===== config.mk =====
export PLATFORM = sky130hd
export DESIGN_NAME = pipe_skid_stage
export DESIGN_NICKNAME = d
export VERILOG_FILES = /design/src/rtl/pipe_skid_stage_pkg.sv /design/src/rtl/sat_counter.sv /design/src/rtl/pipe_skid_stage.sv
export SDC_FILE = /design/constraint.sdc
export NUM_CORES = 1
export LEC_CHECK = 0
export BUFFER_PORTS_ARGS = -buffer_cell sky130_fd_sc_hd__clkbuf_2
export CORE_UTILIZATION = 45
export CTS_CLUSTER_SIZE = 10
export DETAILED_ROUTE_END_ITERATION = 16
export PLACE_DENSITY_LB_ADDON = 0.25
export RECOVER_POWER = 100
export SLEW_MARGIN = 20
export SYNTH_ARGS = -nofsm -noshare
export SYNTH_HDL_FRONTEND = slang
export SYNTH_SLANG_ARGS = --single-unit

===== constraint.sdc =====
create_clock -name clk_i -period 8.2 [get_ports clk_i]
set_input_delay 0 -clock clk_i [delete_from_list [all_inputs] [get_ports clk_i]]
set_output_delay 0 -clock clk_i [all_outputs]
set_load 0.05 [all_outputs]

===== src/rtl/pipe_skid_stage_pkg.sv =====
`default_nettype none
// ============================================================================
// Module  : pipe_skid_stage_pkg
// Purpose : Shared types and defaults for the two-entry skid pipeline stage.
//           Holds the parameter defaults, the packed control word that travels
//           with each payload, and the bubble control word that is driven
//           whenever the stage has nothing to present.
// Revision: 1.0  initial release
// ============================================================================
package pipe_skid_stage_pkg;

    localparam int ELEM_SIZE_DEF = 8;
    localparam int VECT_SIZE_DEF = 8;
    localparam int REGI_BITS_DEF = 4;
    localparam int VECT_BITS_DEF = 2;
    localparam int ADDR_BITS_DEF = 10;
    localparam int CNT_W_DEF     = 16;

    // The end-of-program flag is called end_prog because "end" is a keyword.
    typedef struct packed {
        logic                     enable_reg;
        logic                     enable_jump;
        logic                     mem_read;
        logic                     mem_write;
        logic                     end_prog;
        logic                     nop;
        logic                     write_result_int;
        logic                     write_result_v;
        logic [ADDR_BITS_DEF-1:0] jump_address;
        logic [REGI_BITS_DEF-1:0] int_reg_dest;
        logic [VECT_BITS_DEF-1:0] vec_reg_dest;
    } stage_ctrl_t;

    // Empty slot: everything zero except nop.
    localparam stage_ctrl_t BUBBLE_CTRL = '{
        enable_reg:       1'b0,
        enable_jump:      1'b0,
        mem_read:         1'b0,
        mem_write:        1'b0,
        end_prog:         1'b0,
        nop:              1'b1,
        write_result_int: 1'b0,
        write_result_v:   1'b0,
        jump_address:     '0,
        int_reg_dest:     '0,
        vec_reg_dest:     '0
    };

endpackage
`default_nettype wire


===== src/rtl/sat_counter.sv =====
`default_nettype none
// ============================================================================
// Module  : sat_counter
// Purpose : Up-counter that sticks at its all-ones value. A clear request wins
//           over an increment in the same cycle.
// Ports   : clk   - clock, rising edge
//           rst   - asynchronous active-high reset, count -> 0
//           inc   - count up by one this cycle (unless saturated)
//           clr   - synchronous clear, priority over inc
//           count - current value
// Revision: 1.0  initial release
// ============================================================================
module sat_counter #(
    parameter int CNT_W = 16
) (
    input  logic             clk,
    input  logic             rst,
    input  logic             inc,
    input  logic             clr,
    output logic [CNT_W-1:0] count
);

    logic [CNT_W-1:0] r_count;

    always_ff @(posedge clk or posedge rst) begin
        if (rst) begin
            r_count <= '0;
        end else if (clr) begin
            r_count <= '0;
        end else if (inc && (r_count != {CNT_W{1'b1}})) begin
            r_count <= r_count + 1'b1;
        end
    end

    assign count = r_count;

endmodule
`default_nettype wire


===== src/rtl/pipe_skid_stage.sv =====
`default_nettype none
// ============================================================================
// Module  : pipe_skid_stage
// Purpose : Two-entry valid/ready pipeline stage. MAIN drives the outputs,
//           SKID catches an entry arriving while MAIN is stalled, so ready_o
//           depends only on registered state. Supports a synchronous flush,
//           an end-of-program halt and a saturating back-pressure counter.
// Ports   : clk_i, rst_i            - clock / async active-high reset
//           flush_i                 - drop all held entries, clear halt
//           valid_i, ready_o        - upstream handshake
//           data_i, ctrl_i          - upstream payload and control
//           valid_o, ready_i        - downstream handshake
//           data_o, ctrl_o          - head payload/control (zero/bubble if empty)
//           occ_o                   - number of held entries, 0..2
//           halted_o                - an end-of-program entry was accepted
//           stall_cnt_clr_i         - clear the back-pressure counter
//           stall_cnt_o             - cycles with valid_o && !ready_i
// Revision: 1.0  initial release
// ============================================================================
module pipe_skid_stage
    import pipe_skid_stage_pkg::*;
#(
    parameter int ELEM_SIZE = ELEM_SIZE_DEF,
    parameter int VECT_SIZE = VECT_SIZE_DEF,
    parameter int REGI_BITS = REGI_BITS_DEF,
    parameter int VECT_BITS = VECT_BITS_DEF,
    parameter int ADDR_BITS = ADDR_BITS_DEF,
    parameter int CNT_W     = CNT_W_DEF
) (
    input  logic                           clk_i,
    input  logic                           rst_i,
    input  logic                           flush_i,
    input  logic                           valid_i,
    output logic                           ready_o,
    input  logic [ELEM_SIZE*VECT_SIZE-1:0] data_i,
    input  stage_ctrl_t                    ctrl_i,
    output logic                           valid_o,
    input  logic                           ready_i,
    output logic [ELEM_SIZE*VECT_SIZE-1:0] data_o,
    output stage_ctrl_t                    ctrl_o,
    output logic [1:0]                     occ_o,
    output logic                           halted_o,
    input  logic                           stall_cnt_clr_i,
    output logic [CNT_W-1:0]               stall_cnt_o
);

    localparam int DATA_W = ELEM_SIZE * VECT_SIZE;

    // The control word layout is fixed by the package, so the index widths
    // given here must agree with it.
    generate
        if ((REGI_BITS != REGI_BITS_DEF) || (VECT_BITS != VECT_BITS_DEF) ||
            (ADDR_BITS != ADDR_BITS_DEF)) begin : g_ctrl_width_check
            $error("pipe_skid_stage: index widths must match stage_ctrl_t");
        end
    endgenerate

    logic              r_main_valid;
    logic [DATA_W-1:0] r_main_data;
    stage_ctrl_t       r_main_ctrl;
    logic              r_skid_valid;
    logic [DATA_W-1:0] r_skid_data;
    stage_ctrl_t       r_skid_ctrl;
    logic              r_halted;

    logic              w_in_xfer;
    logic              w_out_xfer;

    // Registered terms only (plus reset), never valid_i or ready_i.
    assign ready_o    = !r_skid_valid && !r_halted && !rst_i;
    assign w_in_xfer  = valid_i && ready_o;
    assign w_out_xfer = r_main_valid && ready_i;

    always_ff @(posedge clk_i or posedge rst_i) begin
        if (rst_i) begin
            r_main_valid <= 1'b0;
            r_main_data  <= '0;
            r_main_ctrl  <= BUBBLE_CTRL;
            r_skid_valid <= 1'b0;
            r_skid_data  <= '0;
            r_skid_ctrl  <= BUBBLE_CTRL;
            r_halted     <= 1'b0;
        end else if (flush_i) begin
            // A delivery this cycle still happened; an arrival is discarded.
            r_main_valid <= 1'b0;
            r_skid_valid <= 1'b0;
            r_halted     <= 1'b0;
        end else begin
            if (w_in_xfer && ctrl_i.end_prog) begin
                r_halted <= 1'b1;
            end
            if (!r_main_valid || w_out_xfer) begin
                // MAIN is free at this edge: the older SKID entry goes first,
                // otherwise the arriving entry (if any) goes straight in.
                if (r_skid_valid) begin
                    r_main_valid <= 1'b1;
                    r_main_data  <= r_skid_data;
                    r_main_ctrl  <= r_skid_ctrl;
                    r_skid_valid <= 1'b0;
                end else begin
                    r_main_valid <= w_in_xfer;
                    if (w_in_xfer) begin
                        r_main_data <= data_i;
                        r_main_ctrl <= ctrl_i;
                    end
                end
            end else if (w_in_xfer) begin
                // MAIN stalled and SKID empty (ready_o guarantees it).
                r_skid_valid <= 1'b1;
                r_skid_data  <= data_i;
                r_skid_ctrl  <= ctrl_i;
            end
        end
    end

    assign valid_o  = r_main_valid;
    assign data_o   = r_main_valid ? r_main_data : '0;
    assign ctrl_o   = r_main_valid ? r_main_ctrl : BUBBLE_CTRL;
    assign occ_o    = {1'b0, r_main_valid} + {1'b0, r_skid_valid};
    assign halted_o = r_halted;

    sat_counter #(
        .CNT_W (CNT_W)
    ) u_stall_cnt (
        .clk   (clk_i),
        .rst   (rst_i),
        .inc   (r_main_valid && !ready_i),
        .clr   (stall_cnt_clr_i),
        .count (stall_cnt_o)
    );

endmodule
`default_nettype wire


==> After elaboration in Yosys (flattened, before gate mapping) <==
Index checks and enable logic that the tools add are counted.
{ "word_totals": {"latch_bits": 0, "input_bits": 94, "elab_cells": 69, "rom_bits": 0, "ramBits": 0, "regBits": 195, "out_inout_bits": 109, "mem_count": 0} }
{ "classes": {"div_mod_pow": 0, "n_mul": 0, "muxes": 16, "bitwise": 2, "eq_ne": 1, "addsub": 2, "n_shift": 0, "reduce_logical": 20, "order_cmp": 0} }
{ "op_table": {"columns": ["operator", "n"], "rows": [
  ["$mux 64", 3],
  ["$mux 24", 3],
  ["$mux 16", 2],
  ["$add 16x1->16 const B", 1],
  ["$ne 16x16->1 const B", 1],
  ["$mux 1", 8],
  ["$reduce_bool 2->1", 4],
  ["$logic_and 1x1->1", 7],
  ["$reduce_and 3->1", 2],
  ["$logic_not 1->1", 5],
  ["$reduce_bool 3->1", 1],
  ["$add 1x1->2", 1],
  ["$not 1->1", 2],
  ["$logic_or 1x1->1", 1]
]} }

==> Depth between registers and ports, before layout <==
Gate-level depths: netlist of the first run.
{ "depth": {"word_depth": 7, "depth_mapped": 8, "depth_no_buf": 5} }

==> Cells and area by module <==
Synthesis of the first run repeated with hierarchy kept, for this count alone.
{ "unflattened": {"hier_cells": 684, "hier_area_um2": 9316.4} }
{ "by_module_without_submodules": {"columns": ["module", "area_each_um2", "instances", "seq_area_each_um2", "cells_each"], "rows": [
  ["pipe_skid_stage", 8384.3, 1, 4481.8, 583],
  ["sat_counter", 932.1, 1, 400.4, 101]
]} }

==> Worst setup path after synthesis of the first run <==
No wires, ideal clock.
{ "synth_path": {"kind": "register to register", "startpoint": "reg r_halted, in the netlist halted_o", "endpoint": "reg r_skid_ctrl[11] (netlist bit)", "n_path_buf": 2, "setup_time_ns": 0.125, "stages_incl_launch_ff": 6, "required_ns": 8.075, "path_slack_ns": 5.702, "arrival_ns": 2.373, "period_less_slack_ns": 2.498, "cell_sequence": "dfrtp_1 nor3_2 nand4_1 buf_2 buf_2 mux2_2"} }
{ "synth_between": {"elab_chain_len": 5} }
{ "synth_lines": {"columns": ["item", "line", "rtl"], "rows": [
  ["from (decl)", "pipe_skid_stage.sv:64", "logic r_halted;"],
  ["from (signal assigned)", "pipe_skid_stage.sv:82", "r_halted <= 1'b0;"],
  ["from (signal assigned)", "pipe_skid_stage.sv:87", "r_halted <= 1'b0;"],
  ["from (signal assigned)", "pipe_skid_stage.sv:90", "r_halted <= 1'b1;"],
  ["$logic_not 1->1", "pipe_skid_stage.sv:70", "assign ready_o = !r_skid_valid && !r_halted && !rst_i;"],
  ["$logic_and 1x1->1 (2 in a row)", "pipe_skid_stage.sv:70", null],
  ["named net ready_o", "pipe_skid_stage.sv:34", "output logic ready_o,"],
  ["$logic_and 1x1->1", "pipe_skid_stage.sv:71", "assign w_in_xfer = valid_i && ready_o;"],
  ["$reduce_and 3->1 (no line)", null, null],
  ["to (signal assigned)", "pipe_skid_stage.sv:111", "r_skid_ctrl <= ctrl_i;"],
  ["to (decl)", "pipe_skid_stage.sv:63", "stage_ctrl_t r_skid_ctrl;"]
]} }
The timed path passes the listed nets, and every way through them passes these cells.
A chain may end at the register's enable or synchronous reset.

==> Final worst setup path of the first run <==
{ "layout_path": {"startpoint": "reg r_skid_valid", "endpoint": "reg r_main_ctrl[13] (netlist bit)"} }
{ "layout_between": {"elab_chain_len": 6, "word_cells_on_any_way": 7, "classes_between": "mux: 1; reduce/logical: 6"} }
{ "layout_lines": {"columns": ["item", "line", "rtl"], "rows": [
  ["from (decl)", "pipe_skid_stage.sv:61", "logic r_skid_valid;"],
  ["from (signal assigned)", "pipe_skid_stage.sv:79", "r_skid_valid <= 1'b0;"],
  ["from (signal assigned)", "pipe_skid_stage.sv:86", "r_skid_valid <= 1'b0;"],
  ["from (signal assigned)", "pipe_skid_stage.sv:99", "r_skid_valid <= 1'b0;"],
  ["$logic_not 1->1", "pipe_skid_stage.sv:70", null],
  ["$logic_and 1x1->1 (2 in a row)", "pipe_skid_stage.sv:70", null],
  ["$logic_and 1x1->1", "pipe_skid_stage.sv:71", null],
  ["$reduce_bool 2->1 (no line)", null, null],
  ["$reduce_and 3->1 (no line)", null, null],
  ["to (signal assigned)", "pipe_skid_stage.sv:98", "r_main_ctrl <= r_skid_ctrl;"],
  ["to (signal assigned)", "pipe_skid_stage.sv:104", "r_main_ctrl <= ctrl_i;"],
  ["to (decl)", "pipe_skid_stage.sv:60", "stage_ctrl_t r_main_ctrl;"]
]} }
Parallel ways exist; a longest one is shown, timed or not.

==> key figures, run 1 <==
Finish
  – Final design utilization: 0.5928
  – Layout area overhead: 29.47%
  – Commonest non-fill, non-tap cell in the layout: dfrtp_1
  – Most frequent cells in the layout: 193 x dfrtp_1, 162 x clkbuf_2, 96 x nand2_1
  – Fin nets: 1146
  – Layout cell share with drive strength beyond 1: 0.2728
  – Diodes inserted: 0
  – Final cell count without fillers: 1328

Pwr
  – Cell Int Power: 1.711 mW
  – Peak VDD IR: 145.6 uV
  – Sw Ratio: 0.2848
  – Flop pwr share: 0.500
  – Psw: 0.6812 mW
  – Total power: 2.392 mW
  – Clock power frac: 0.343
  – Power per cell area: 208.0 mW/mm2
  – Combinational fraction of design power: 0.157
  – Leak: 5.294 nW

GRT
  – GRT overflow: 0
  – Vias in the first global route: 6484
  – Global-route wire length before repair: 31950 um
  – Largest net degree at the start of global routing: 132
  – Total GRT Usage: 0.2000
  – Initial antenna violation count: 0

Logic synthesis
  – #FFs+latches synth: 195
  – Ys flop type: dfrtp_1
  – Seq/Total Area, Yosys: 0.5497
  – Synthesized net count: 874
  – Avg Cell Area, Syn: 11.42 um2
  – Distinct cell type count of the synthesized netlist: 36
  – Cells after Synth: 778
  – Fraction of registers with async set/reset: 1.000
  – Synthesis Warnings: 0
  – Number of synthesized flops with an enable pin: 0
  – Syn Std Cell Area: 0.008881 mm2

Timing
  – RSZ-0062 raised after global routing: false
  – Final hold violation count: 0
  – Fin Setup TNS: 0 ns
  – Final period util: 0.6211
  – Clk_skew: 0.009385 ns
  – Max Slew Vio Count: 281
  – # setup viols final: 0
  – Fmax: 196.4 MHz
  – Tmin final: 5.093 ns
  – Slew at the pin with the worst max-slew slack: 3.573 ns
  – Worst slew margin: -1.382

Setup path
  – Worst Setup End Kind: register
  – Worst setup path class: reg2reg
  – CP Launch Type: register
  – CP Data Arrival Time: 5.25 ns
  – Reg-to-reg slack, setup: 3.11 ns
  – CP max FO: 86
  – Critical Path RT: 8.36 ns

Clock network
  – CTS Buffer Depth: 2
  – CTS tree: built
  – Post-CTS Setup Inserts: 0
  – Clk slew on worst S/H paths: 0.07 ns
  – H-tree depth: 4
  – CTS buffer count: 17
  – Clk root buf: clkbuf_16
  – Post-cts resize count: 0
  – CTS hold repair buffers: 95
  – CTS Sinks: 195
  – Worst-Skew Late Latency: 0.43 ns

Floorplanning
  – IO Count: 203
  – Core Rows: 51
  – Die area: 0.02030 mm2
  – Die W: 142.5 um
  – CORE AREA: 0.01940 mm2
  – DIE HEIGHT: 142.5 um
  – Initial Utilization: 0.4578

Drt
  – Vias per cell: 4.938
  – Post-route antenna net violation count: 0
  – Routed WL: 19340 um
  – WL per Instance: 14.56 um
  – Initial detailed-routing violation count: 326
  – Vias: 6558
  – DRC: 0
  – Pre-Repair DR Iteration Count: 4

Placement
  – Detailed Place HPWL: 11710 um
  – Gpl congestion: 0.8366
  – DP Cell Count: 1201
  – PortBufs: 202

Outcome
  – Failing checks: max-capacitance violations, max-slew violations
  – Run status: finished, violations left

Flow run
  – Max Cap Viol: 4

Min path
  – Hold/Removal Path Class: in2reg
per-layer routing:
layer	GRT usage	share of wire	vias up	routed length, um
met1	0.2731	0.49	3172	9383
met4	0.07074	0.013	0	251
met2	0.3199	0.46	140	8937
li1	-	-	3226	-
met5	0	0	-	0
met3	0.03533	0.039	20	762
kinds of logic after synthesis:
kind of cell               after synthesis  synth area share
AOI/OAI and AO/OA                      117           0.06974
adders and majority gates                2          0.002817
buffers and inverters                   57           0.02761
DFF                                    195            0.5497
muxes                                  179            0.2146
and+or+nand+nor                        228            0.1355
Yosys cell counts, types with 4 or more instances:
master | count | area (um2)
a21oi_1 | 12 | 60.06
and2_1 | 87 | 544.3
buf_1 | 5 | 18.77
buf_2 | 16 | 80.08
clkbuf_1 | 29 | 108.9
dfrtp_1 | 193 | 4830
inv_1 | 5 | 18.77
mux2_2 | 91 | 1025
mux2i_1 | 88 | 880.8
nand2_1 | 96 | 360.4
nand4_1 | 5 | 31.28
nor2_1 | 6 | 22.52
nor2b_1 | 4 | 25.02
o21ai_0 | 93 | 465.5
o31ai_1 | 6 | 45.04
or3_1 | 4 | 25.02
or4_1 | 6 | 45.04
path summary, 6_finish.rpt:
path | start | to | cells past startpoint
max | r_skid_valid$_DFFE_PP0P_ | r_main_ctrl[13]$_DFFE_PP0P_ | 3
min | ctrl_i[14] | r_skid_ctrl[14]$_DFFE_PP0P_ | 3
max reg2reg | r_skid_valid$_DFFE_PP0P_ | r_main_ctrl[13]$_DFFE_PP0P_ | 3
min reg2reg | r_main_ctrl[22]$_DFFE_PP0P_ | r_main_ctrl[22]$_DFFE_PP0P_ | 2
max in group asynchronous | rst_i | r_skid_data[51]$_DFFE_PP0P_ | 4
min in group asynchronous | rst_i | r_skid_data[38]$_DFFE_PP0P_ | 3
sequential cells by signal, summed over array words and instances (netlist names):
signal	count
u_stall_cnt.count	16
r_skid_valid	1
valid_o	1
halted_o	1
r_skid_ctrl	24
r_main_ctrl	24
r_main_data	64
r_skid_data	64
worst max-delay path, stage by stage (launching register included):
cell and delay, ns:
dfrtp_1 1.34, o211ai_1 0.64, clkbuf_1 2.38, o21ai_0 0.43
through the flow:
stage / instance area [um2] / hold slack [ns] / setup slack (ns)
after floorplan: 8881 / 0.06314 / 2.891
after global placement: 10070 / 0.2343 / 4.979
after detailed placement: 10070 / 0.2295 / 4.939
after CTS: 11590 / 0.3079 / 4.923
after global routing: 11500 / 0.3524 / 2.503
final: 11500 / 0.3529 / 3.107
power groups by stage:
stage / Sequential (mW) / Combinational (mW) / Clock (mW)
after global placement: 1.20 / 0.335 / 0
after floorplan: 1.19 / 0.262 / 0
after CTS: 1.19 / 0.382 / 0.843
after global routing: 1.22 / 0.419 / 0.878
after detailed placement: 1.21 / 0.345 / 0
final: 1.20 / 0.375 / 0.821
final cells by class:
cell class                      instances  area [um2]
Sequential cell                       195        4882
Fill cell                            1692        7900
Timing Repair Buffer                  305        1957
Inverter                                5       26.28
Multi-Input combinational cell        526        3729
Tap cell                              265       331.6
Clock buffer                           18       429.2
Clock inverter                         14       143.9
No activity file was read; power rests on OpenSTA's default activity.
==> inputs of run 2 (changes only) <==
clock period = 4.39 ns   (was 8.2 ns; I/O delays follow)
==> key figures, run 2 (same netlist as run 1, synthesis figures left out) <==
Outcome
  – Run status: finished, violations left
  – Failing checks: max-capacitance violations, max-slew violations

Setup path
  – CP Launch Type: register
  – CP Data Arrival Time: 3.20 ns
  – Critical Path RT: 4.39 ns
  – CP max FO: 51
  – Worst Setup End Kind: primary output
  – Worst setup path class: reg2out

Timing
  – Final hold violation count: 0
  – RSZ-0062 raised after global routing: false
  – Tmin final: 3.203 ns
  – Clk_skew: 0.007845 ns
  – Max Slew Vio Count: 94
  – Worst slew margin: -0.5999
  – # setup viols final: 0
  – Slew at the pin with the worst max-slew slack: 2.400 ns
  – Fmax: 312.2 MHz
  – Final period util: 0.7295
  – Fin Setup TNS: 0 ns

Floorplanning
  – DIE HEIGHT: 142.5 um
  – Initial Utilization: 0.4578
  – Die W: 142.5 um
  – Core Rows: 51
  – Die area: 0.02030 mm2
  – IO Count: 203
  – CORE AREA: 0.01940 mm2

Clock network
  – CTS buffer count: 17
  – Worst-Skew Late Latency: 0.42 ns
  – Post-CTS Setup Inserts: 0
  – Post-cts resize count: 0
  – CTS tree: built
  – CTS Buffer Depth: 2
  – H-tree depth: 4
  – Clk root buf: clkbuf_16
  – CTS Sinks: 195
  – CTS hold repair buffers: 92
  – Clk slew on worst S/H paths: 0.07 ns

Drt
  – Vias: 6479
  – WL per Instance: 14.58 um
  – Post-route antenna net violation count: 0
  – Initial detailed-routing violation count: 262
  – Pre-Repair DR Iteration Count: 5
  – DRC: 0
  – Vias per cell: 4.890
  – Routed WL: 19330 um

Finish
  – Fin nets: 1143
  – Area of the multi-input gates: 0.003729 mm2
  – Layout cell share with drive strength beyond 1: 0.2151
  – Fillers: 1736
  – Layout area overhead: 29.68%
  – Diodes inserted: 0
  – Commonest non-fill, non-tap cell in the layout: dfrtp_1
  – Biggest regs: r_main_data x64, r_skid_data x64
  – Reg area: 0.004886 mm2
  – Most frequent cells in the layout: 192 x dfrtp_1, 108 x clkbuf_1, 97 x clkbuf_2
  – Final cell count without fillers: 1325

GRT
  – Vias in the first global route: 6404
  – Initial antenna violation count: 0
  – Largest net degree at the start of global routing: 196
  – GRT overflow: 0
  – Global-route wire length before repair: 31820 um
  – Total GRT Usage: 0.1992

Min path
  – Hold/Removal Path Class: in2reg

Pwr
  – Peak VDD IR: 264.3 uV
  – Leak: 5.185 nW
  – Power per cell area: 401.3 mW/mm2

Placement
  – Gpl congestion: 0.7828
  – PortBufs: 202
  – DP Cell Count: 1199
  – Detailed Place HPWL: 11310 um

Flow run
  – Max Cap Viol: 1
## run 2: per-stage QoR
| stage | power (mW) | utilization | worst slack [ns] | cell area (um2) | hold slack (ns) |
|---|---|---|---|---|---|
| CTS | 4.684 | 0.6009 | 1.946 | 11660 | 0.001881 |
| global route | 4.853 | 0.5937 | 0.8705 | 11520 | 0.1069 |
| finish | 4.622 | 0.5937 | 1.187 | 11520 | 0.04805 |
| detailed placement | 2.906 | 0.5201 | 1.957 | 10090 | 0.2317 |
| floorplan | 2.716 | - | 1.873 | 8885 | 0.06314 |
| global placement | 2.874 | 0.5201 | 2.037 | 10090 | 0.2336 |
## run 2: worst max-delay path, stage by stage (launching register included)
cell,delay [ns]
dfrtp_1,1.14
clkbuf_2,0.84
and2_1,0.27
clkbuf_1,0.49
## run 2: report_power, final
part | switching [mW] | total (mW) | leakage, nW | internal [mW]
logic | 0.390 | 0.687 | 2.34 | 0.297
registers | 0.142 | 2.23 | 2.53 | 2.09
clock network | 0.702 | 1.70 | 0.314 | 1.00
total | 1.23 | 4.62 | 5.19 | 3.39
## run 2: final cells by class
type / instances / area share
clock inverters: 12 / 0.01662
inverters: 5 / 0.001955
well taps: 265 / 0.02879
clock buffers: 20 / 0.03965
multi-input cells: 526 / 0.3237
flip-flops and latches: 195 / 0.4242
repair buffers: 302 / 0.1650
## run 2: final timing paths
check                                                    endpoint                  startpoint  depth (start not counted)  slack [ns]
worst max-delay path                                   ctrl_o[15]         valid_o$_DFFE_PP0N_                          3        1.19
worst min-delay path                     r_skid_valid$_DFFE_PP0P_                     valid_i                          4        0.05
worst max register to register  u_stall_cnt.count[15]$_DFFE_PP0P_         valid_o$_DFFE_PP0N_                          4        1.44
worst min register to register         r_main_data[5]$_DFFE_PP0P_  r_main_data[5]$_DFFE_PP0P_                          2        0.47
max in group asynchronous             r_main_ctrl[10]$_DFFE_PP0P_                       rst_i                          4        1.88
min in group asynchronous                    halted_o$_DFFE_PP0P_                       rst_i                          4        1.07
## run 2: metal layers
metal | share of wire | GRT usage
met1 | 0.47 | 0.2666
met4 | 0.0093 | 0.05490
met2 | 0.46 | 0.3191
met5 | 0 | 0
met3 | 0.055 | 0.05249
==> inputs of run 3 (changes only) <==
clock period = 2.7 ns   (was 4.39 ns; I/O delays follow)
==> key figures, run 3 (same netlist as run 1, synthesis figures left out) <==
Setup path
  – Critical Path RT: 2.70 ns
  – Worst setup path class: reg2out
  – CP Launch Type: register
  – Worst Setup End Kind: primary output
  – CP Data Arrival Time: 2.38 ns
  – CP max FO: 35

Drt
  – Vias per cell: 5.002
  – Routed WL: 19910 um
  – Initial detailed-routing violation count: 264
  – Pre-Repair DR Iteration Count: 5
  – DRC: 0
  – WL per Instance: 14.98 um
  – Vias: 6648
  – Post-route antenna net violation count: 0

Placement
  – Detailed Place HPWL: 12240 um
  – Gpl congestion: 0.7793
  – PortBufs: 202

Timing
  – Fin Setup TNS: 0 ns
  – Fmax: 419.9 MHz
  – Worst slew margin: 0.1675
  – RSZ-0062 raised after global routing: false
  – # setup viols final: 0
  – Clk_skew: 0.01337 ns
  – Max Slew Vio Count: 0
  – Final hold violation count: 0
  – Final period util: 0.8820
  – Tmin final: 2.381 ns
  – Slew at the pin with the worst max-slew slack: 1.242 ns

Finish
  – Commonest non-fill, non-tap cell in the layout: dfrtp_1
  – Area of the multi-input gates: 0.003729 mm2
  – Layout cell share with drive strength beyond 1: 0.2190
  – Layout area overhead: 28.59%
  – Most frequent cells in the layout: 191 x dfrtp_1, 108 x clkbuf_1, 100 x clkbuf_2
  – Fin nets: 1147
  – Biggest regs: r_main_data x64, r_skid_data x64
  – Fillers: 1736
  – Final design utilization: 0.5887
  – Reg area: 0.004887 mm2
  – Diodes inserted: 0

Flow run
  – Max Cap Viol: 0

Min path
  – Hold/Removal Path Class: in2reg

Clock network
  – CTS buffer count: 17
  – CTS tree: built
  – H-tree depth: 4
  – CTS Sinks: 195
  – Clk root buf: clkbuf_16
  – Clk slew on worst S/H paths: 0.08 ns
  – Post-cts resize count: 0
  – CTS Buffer Depth: 2
  – Worst-Skew Late Latency: 0.43 ns

Floorplanning
  – CORE AREA: 0.01940 mm2
  – DIE HEIGHT: 142.5 um
  – Initial Utilization: 0.4578
  – Die area: 0.02030 mm2
  – Core Rows: 51
  – Die W: 142.5 um
  – IO Count: 203

GRT
  – Global-route wire length before repair: 32530 um
  – Initial antenna violation count: 0
  – Most Used Layer, Global Route: met2
  – M3 GR Usage: 0.05384
  – Total GRT Usage: 0.2043
  – GR Util met2: 0.3336
  – GRT overflow: 0
  – Met1 Track Usage GR: 0.2677
  – Largest net degree at the start of global routing: 109
  – Vias in the first global route: 6560

Outcome
  – Run status: finished, final reports clean

Pwr
  – Peak VDD IR: 435.2 uV
  – Leak: 5.141 nW
  – Power per cell area: 627.3 mW/mm2
## run 3: through the flow
step	total power, mW	instance area (um2)	hold WS, ns	setup WS, ns	instances
2_1_floorplan	4.416	8885	0.06314	0.1832	778
3_3_place_gp	4.696	10170	0.1718	0.7481	1205
3_5_place_dp	4.750	10170	0.1605	0.7029	1205
4_1_cts	7.271	11640	0.007073	0.2570	1329
5_1_grt	7.546	11420	0.05118	0.1610	1329
6_report	7.164	11420	0.01689	0.3187	1329
## run 3: layer usage
layer  up-vias  wire length (um)
met5         -                 0
met2       170              9508
li1       3241                 -
met4         0               212
met3        18              1064
met1      3219              9128
## run 3: report_power, final
group	internal [mW]	switching, mW
clock network	1.21	1.19
logic	0.483	0.653
registers	3.40	0.230
## run 3: final cells by class
cell class,instances,area share
multi-input cells,526,0.3265
clock buffers,18,0.03758
clock inverters,14,0.01074
repair buffers,306,0.1664
flip-flops and latches,195,0.4280
well taps,265,0.02903
inverters,5,0.001753
## run 3: what timing repair did
item	4_1_cts	5_1_grt
hold buffers	92	0
hold endpoints to repair	206	0
buffers inserted	0	0
## run 3: path summary, 6_finish.rpt
| check | start | endpoint | slack [ns] | depth (start not counted) |
|---|---|---|---|---|
| setup reg to reg | r_skid_valid$_DFFE_PP0P_ | r_skid_ctrl[23]$_DFFE_PP0P_ | 0.44 | 4 |
| hold / removal | stall_cnt_clr_i | u_stall_cnt.count[3]$_DFFE_PP0P_ | 0.02 | 2 |
| min in group asynchronous | rst_i | r_skid_ctrl[19]$_DFFE_PP0P_ | 0.42 | 3 |
| hold reg to reg | r_main_data[7]$_DFFE_PP0P_ | r_main_data[7]$_DFFE_PP0P_ | 0.47 | 2 |
| setup / recovery | r_skid_valid$_DFFE_PP0P_ | occ_o[0] | 0.32 | 3 |
| max in group asynchronous | rst_i | r_main_data[2]$_DFFE_PP0P_ | 0.58 | 4 |
## run 3: worst max-delay path: stages, from the launching register on
cell	delay, ns
dfrtp_4	0.73
buf_4	0.60
ha_1	0.35
clkbuf_2	0.23
